$ cat src/rtl/bias_fetch_unit.sv
// -----------------------------------------------------------------------------
// bias_fetch_unit
//
// Sequencer between the layer controller and the bias ROM. A start command
// walks one layer's contiguous span of bias entries and delivers them as a
// valid/ready stream. The ROM has a 1-cycle synchronous read latency and
// returns zero when not enabled, so every read is tracked by an inflight flag
// until its word lands in a 2-entry FIFO. Reads are only issued when the FIFO
// is guaranteed to have room for them, so downstream backpressure never loses
// or duplicates a word.
//
// Optional feature: define BIAS_FETCH_ABORT_EN to add the abort input, which
// flushes an active span and returns to IDLE without a done pulse.
//
// Ports
//   clk, rst_n        clock (rising edge) / asynchronous active-low reset
//   start             command strobe, accepted only in IDLE
//   base_addr [AW]    first ROM address of the span
//   count     [AW+1]  number of biases to fetch
//   busy              high from accepted start until the last beat handshakes
//   done              one-cycle pulse on the last beat's handshake
//                     (or the cycle after a count==0 start)
//   cfg_error         one-cycle pulse when a start runs past the ROM end
//   rom_read_enable   ROM read request
//   rom_addr  [AW]    ROM address (0 when no read)
//   rom_bias_out      ROM data, valid the cycle after rom_read_enable
//   bias_valid/ready  output stream handshake
//   bias_data         bias word at the FIFO head
//   bias_last         marks the final beat of the span
//   abort             (BIAS_FETCH_ABORT_EN only) flush the active span
// -----------------------------------------------------------------------------
module bias_fetch_unit #(
  parameter int WIDTH = 32,
  parameter int DEPTH = 240,
  localparam int AW   = $clog2(DEPTH)
) (
  input  logic             clk,
  input  logic             rst_n,
  input  logic             start,
  input  logic [AW-1:0]    base_addr,
  input  logic [AW:0]      count,
`ifdef BIAS_FETCH_ABORT_EN
  input  logic             abort,
`endif
  output logic             busy,
  output logic             done,
  output logic             cfg_error,
  output logic             rom_read_enable,
  output logic [AW-1:0]    rom_addr,
  input  logic [WIDTH-1:0] rom_bias_out,
  output logic             bias_valid,
  input  logic             bias_ready,
  output logic [WIDTH-1:0] bias_data,
  output logic             bias_last
);

  typedef enum logic [1:0] {
    S_IDLE,
    S_FETCH,
    S_DRAIN
  } state_t;

  localparam logic [AW+1:0] DEPTH_W = (AW+2)'(DEPTH);

  state_t           state;
  logic [AW-1:0]    base_q;
  logic [AW:0]      count_q;
  logic [AW:0]      issued_q;
  logic             inflight_q;
  logic             inflight_last_q;
  logic             done_q;
  logic             cfg_error_q;

  // 2-entry FIFO: storage, pointers and occupancy
  logic [WIDTH-1:0] fifo_data [2];
  logic             fifo_last [2];
  logic             rd_ptr;
  logic             wr_ptr;
  logic [1:0]       occ;

  logic             abort_hit;
  logic             pop;
  logic             push;
  logic             issue;
  logic             credit_ok;
  logic [2:0]       credit_sum;
  logic             last_beat;
  logic [AW:0]      issued_next;
  logic [AW+1:0]    span_end;
  logic             span_over;

`ifdef BIAS_FETCH_ABORT_EN
  assign abort_hit = abort && (state != S_IDLE);
`else
  assign abort_hit = 1'b0;
`endif

  // Stream side: the FIFO head is the output beat.
  assign bias_valid = (occ != 2'd0);
  assign bias_data  = fifo_data[rd_ptr];
  assign bias_last  = bias_valid && fifo_last[rd_ptr];
  assign pop        = bias_valid && bias_ready;
  assign last_beat  = pop && bias_last;

  // The word read last cycle arrives now; an abort drops it.
  assign push = inflight_q && !abort_hit;

  // Room check counts the word still in the ROM pipeline and credits a pop
  // happening this very cycle, so the FIFO can never be asked to hold 3.
  assign credit_sum = {1'b0, occ} + {2'b00, inflight_q} - {2'b00, pop};
  assign credit_ok  = (credit_sum < 3'd2);

  assign issue       = (state == S_FETCH) && credit_ok && !abort_hit;
  assign issued_next = issued_q + 1'b1;

  assign rom_read_enable = issue;

  // NOTE: every signal written in always_comb gets a default first, so no
  // path leaves it unassigned and no latch is inferred.
  always_comb begin
    rom_addr = '0;
    if (issue) begin
      rom_addr = base_q + issued_q[AW-1:0];
    end
  end

  // Range check widened by two bits so base+count cannot wrap.
  assign span_end  = {2'b00, base_addr} + {1'b0, count};
  assign span_over = (span_end > DEPTH_W);

  assign busy      = (state != S_IDLE);
  assign done      = done_q || (last_beat && !abort_hit);
  assign cfg_error = cfg_error_q;

  // Control FSM
  // NOTE: sequential state uses non-blocking assignments so every register
  // samples pre-edge values regardless of statement order.
  always_ff @(posedge clk or negedge rst_n) begin
    if (!rst_n) begin
      state           <= S_IDLE;
      base_q          <= '0;
      count_q         <= '0;
      issued_q        <= '0;
      inflight_q      <= 1'b0;
      inflight_last_q <= 1'b0;
      done_q          <= 1'b0;
      cfg_error_q     <= 1'b0;
    end else begin
      done_q          <= 1'b0;
      cfg_error_q     <= 1'b0;
      inflight_q      <= issue;
      inflight_last_q <= issue && (issued_next == count_q);

      case (state)
        S_IDLE: begin
          if (start) begin
            if (count == '0) begin
              done_q <= 1'b1;
            end else if (span_over) begin
              cfg_error_q <= 1'b1;
            end else begin
              base_q   <= base_addr;
              count_q  <= count;
              issued_q <= '0;
              state    <= S_FETCH;
            end
          end
        end

        S_FETCH: begin
          if (abort_hit) begin
            state <= S_IDLE;
          end else if (issue) begin
            issued_q <= issued_next;
            if (issued_next == count_q) begin
              state <= S_DRAIN;
            end
          end
        end

        S_DRAIN: begin
          if (abort_hit || last_beat) begin
            state <= S_IDLE;
          end
        end

        default: state <= S_IDLE;
      endcase
    end
  end

  // FIFO datapath
  // NOTE: the two storage entries are reset because bias_data is a direct
  // view of the head entry and must read 0 out of reset.
  always_ff @(posedge clk or negedge rst_n) begin
    if (!rst_n) begin
      for (int i = 0; i < 2; i++) begin
        fifo_data[i] <= '0;
        fifo_last[i] <= 1'b0;
      end
      rd_ptr <= 1'b0;
      wr_ptr <= 1'b0;
      occ    <= 2'd0;
    end else if (abort_hit) begin
      rd_ptr <= 1'b0;
      wr_ptr <= 1'b0;
      occ    <= 2'd0;
    end else begin
      if (push) begin
        fifo_data[wr_ptr] <= rom_bias_out;
        fifo_last[wr_ptr] <= inflight_last_q;
        wr_ptr            <= !wr_ptr;
      end
      if (pop) begin
        rd_ptr <= !rd_ptr;
      end
      case ({push, pop})
        2'b10:   occ <= occ + 2'd1;
        2'b01:   occ <= occ - 2'd1;
        default: occ <= occ;
      endcase
    end
  end

endmodule

$ cat config.mk
export PLATFORM = sky130hd
export DESIGN_NAME = bias_fetch_unit
export DESIGN_NICKNAME = d
export VERILOG_FILES = /design/src/rtl/bias_fetch_unit.sv
export SDC_FILE = /design/constraint.sdc
export NUM_CORES = 1
export LEC_CHECK = 0
export BUFFER_PORTS_ARGS = -buffer_cell sky130_fd_sc_hd__buf_2
export CAP_MARGIN = 20
export CORE_ASPECT_RATIO = 0.5
export CORE_UTILIZATION = 55
export CTS_BUF_LIST = sky130_fd_sc_hd__clkbuf_4
export DETAILED_ROUTE_END_ITERATION = 16
export PLACE_DENSITY_LB_ADDON = 0.08
export REMOVE_ABC_BUFFERS = 1
export SKIP_CTS_REPAIR_TIMING = 1
export SYNTH_ARGS = -nofsm -noshare
export SYNTH_HDL_FRONTEND = slang
export SYNTH_SLANG_ARGS = --single-unit
$ cat constraint.sdc
create_clock -name clk -period 4.8 [get_ports clk]
set_input_delay 0.48 -clock clk [delete_from_list [all_inputs] [get_ports clk]]
set_output_delay 0.48 -clock clk [all_outputs]
set_load 0.1 [all_outputs]
==> results.py <==
metrics = {
    "outcome": {
        "status": "finished clean",
    },
    "worst_setup_path": {
        "slowest_stage": "fa_1",
        "crit_fanout": 13,
        "worstSetupPathDepth": 11,
        "reg2reg_to": "issued_q[2]",
        "crit_arrival_ns": 3.48,
        "start_kind": "flip-flop",
        "cp_data_required_time_ns": 4.32,
        "end_kind": "output pin",
        "path_delay_family": "simple AND/OR/NAND/NOR gates",
        "critical_path_class": "reg2out",
        "rr_startpoint": "occ[1]",
        "cpPeakStageDelay_ns": 0.42,
        "regToRegSetupSlack_ns": 1.68,
        "worstRegToRegCells": 11,
        "worstPathCellList": "inv_1, nand2_1, and2_1, ha_1, nor2_1, fa_1, nor2_1, nand2_1, inv_1, and2_1, buf_2",
        "path_buf_inv": 3,
    },
    "global_route": {
        "grt_max_degree": 63,
        "grt_first_pass_wirelength_um": 17000,
        "grt_overflow": 0,
        "gr-usage-all-layers_pct": 21.8,
        "grt_pass1_vias": 3522,
        "antenna_found_initial": 1,
    },
    "yosys": {
        "synthDistinctLibCells": 55,
        "ys_ff_latch": 102,
        "synth_top_area_share_pct": 47.4,
        "synth-main-ff-cell": "dfrtp_1",
        "synth_top_area_cell": "dfrtp_1",
        "synth_area_leaders": "dfrtp_1 (47%), mux2_2 (22%), ha_1 (4.2%)",
        "syn_area_per_cell_um2": 12.3,
        "yosys_warnings": 0,
        "ys_seq_area_share_pct": 47.4,
        "synth-edff-count": 0,
        "synth_cells": 437,
        "async_flop_share_pct": 100,
        "syn_area_mm2": 0.00538,
    },
    "drt": {
        "firstDrtPassIters": 4,
        "wl_um": 10400,
        "via_count": 3643,
        "wl_per_cell_um": 15.5,
        "drt_iter0_drc": 203,
        "drcViolationCount": 0,
        "drtAntennaViolNets": 0,
        "viasPerCell": 5.41,
    },
    "cts": {
        "clockRootBuffer": "clkbuf_4",
        "cts_tree": "built",
        "clock_sinks": 102,
        "clk_pin_slew_worst_paths_ns": 0.16,
        "cts_buffer_depth": 2,
        "clock_latency_ns": 0.46,
        "htree_num_levels": 3,
        "numCtsBuffers": 9,
    },
    "timing": {
        "period_share_pct": 82.4,
        "fin_crit_ns": 3.96,
        "clock_skew_ns": 0.0210,
        "grt_setup_unrepaired": "false",
        "finalSetupViolCount": 0,
        "max_slew_margin_pct": 49.8,
        "final-max-slew-violation-count": 0,
        "hold_viol": 0,
        "tightest_slew_ns": 0.753,
        "max_freq_mhz": 253,
        "tns_ns": 0,
    },
    "finish": {
        "mostFrequentLayoutCells": "mux2_2 (103), dfrtp_1 (102), buf_2 (97), nor2_1 (23), nand2_1 (19)",
        "final_cells": 673,
        "drive_gt1_share_pct": 43.9,
        "syn_to_final_growth_pct": 13.8,
        "layout_commonest_cell": "mux2_2",
        "nets": 606,
    },
    "floorplanning": {
        "start_util_pct": 56.8,
        "core_area_mm2": 0.00948,
        "die_w_um": 142,
        "placement_rows": 25,
        "pin_count": 99,
        "dieArea_mm2": 0.0102,
        "die_h_um": 71.9,
    },
    "place": {
        "post-dp-hpwl_um": 7460,
        "placed_cells": 656,
        "globalplace.congestion": 0.804,
        "portBuffers": 98,
    },
    "flow_run": {
        "drv_cap": 0,
    },
    "hold_path": {
        "min_path_type": "in2async",
    },
}
## how the worst max path moves through the flow
stage / from / end / slack [ns]
CTS: occ[0] / rom_addr[0] / 0.80
detailed placement: occ[1] / rom_addr[0] / 1.34
global route: occ[0] / rom_addr[0] / 0.56
finish: occ[1] / rom_addr[0] / 0.84
global placement: occ[1] / rom_addr[3] / 1.43
floorplan: occ[1] / rom_addr[3] / -0.47
## cell families (layout without fill, tap and decap cells)
| kind of cell | count (synthesis) | in the layout | synth area share (%) |
|---|---|---|---|
| AND/OR/NAND/NOR | 88 | 88 | 8.07 |
| XOR/XNOR | 25 | 25 | 4.07 |
| other | 0 | 1 | 0 |
| buffers and inverters | 32 | 132 | 2.53 |
| flip-flops | 102 | 102 | 47.4 |
| AO/OA/AOI/OAI | 51 | 51 | 7.53 |
| multiplexers | 118 | 118 | 25.1 |
| adder cells (fa/ha/maj) | 21 | 21 | 5.30 |
## per-layer routing
metal	part of all wire, %	vias up	global-route usage [%]	wire length (µm)
li1	-	1759	-	-
met1	47	1777	28.5	4910
met2	47	95	36.7	4890
met3	5.0	12	5.81	526
met4	1.2	0	5.38	123
met5	0	-	0	0
## worst register-to-register path, delay by kind of cell, from the launching register on
kind / cells / cell delay, ns
flops: 1 / 0.41
fa+ha+maj: 2 / 0.70
compound gates: 2 / 0.57
simple gates: 6 / 1.20
buf+inv: 1 / 0.15
## state kept, by name, indices dropped and copies added, names as in the netlist
signal,cells
fifo_data,64
count_q,9
issued_q,9
base_q,8
fifo_last,2
occ,2
state,2
cfg_error,1
done_q,1
inflight_last_q,1
inflight_q,1
rd_ptr,1
wr_ptr,1
## cells in the mapped netlist (all sizes together) (4+ instances only)
cell type    n
a221o        5
inv         14
nand2       20
clkbuf      10
and2         8
o21ai        8
nand3        8
ha          18
xnor2       16
nor3         9
a211oi       4
mux2       116
nor2        24
nor3b        4
a21o         5
a21oi        8
xor2         9
nor2b        4
dfrtp      102
buf          8
## cell type report
cell class,count,area [µm²]
Antenna cell,1,2.50
Clock buffer,11,82.6
Inverter,14,52.6
Clock inverter,5,45.0
Sequential cell,102,2550
Multi-Input combinational cell,303,2700
Tap cell,135,169
Fill cell,784,3360
Timing Repair Buffer,102,523
## stage by stage
step / setup slack [ns] / utilization [%] / instance area, µm² / hold slack, ns
after floorplan: -0.467 / - / 5300 / 0.184
after global placement: 1.43 / 63.2 / 5990 / 0.475
after detailed placement: 1.34 / 63.2 / 5990 / 0.483
after CTS: 0.803 / 64.6 / 6120 / 0.0556
after global routing: 0.555 / 64.6 / 6120 / 0.0908
final: 0.845 / 64.6 / 6120 / 0.0591
Power is left out: the tool's default activity adds up to more than one toggle a clock period on the data nets, which glitch-free logic cannot reach.
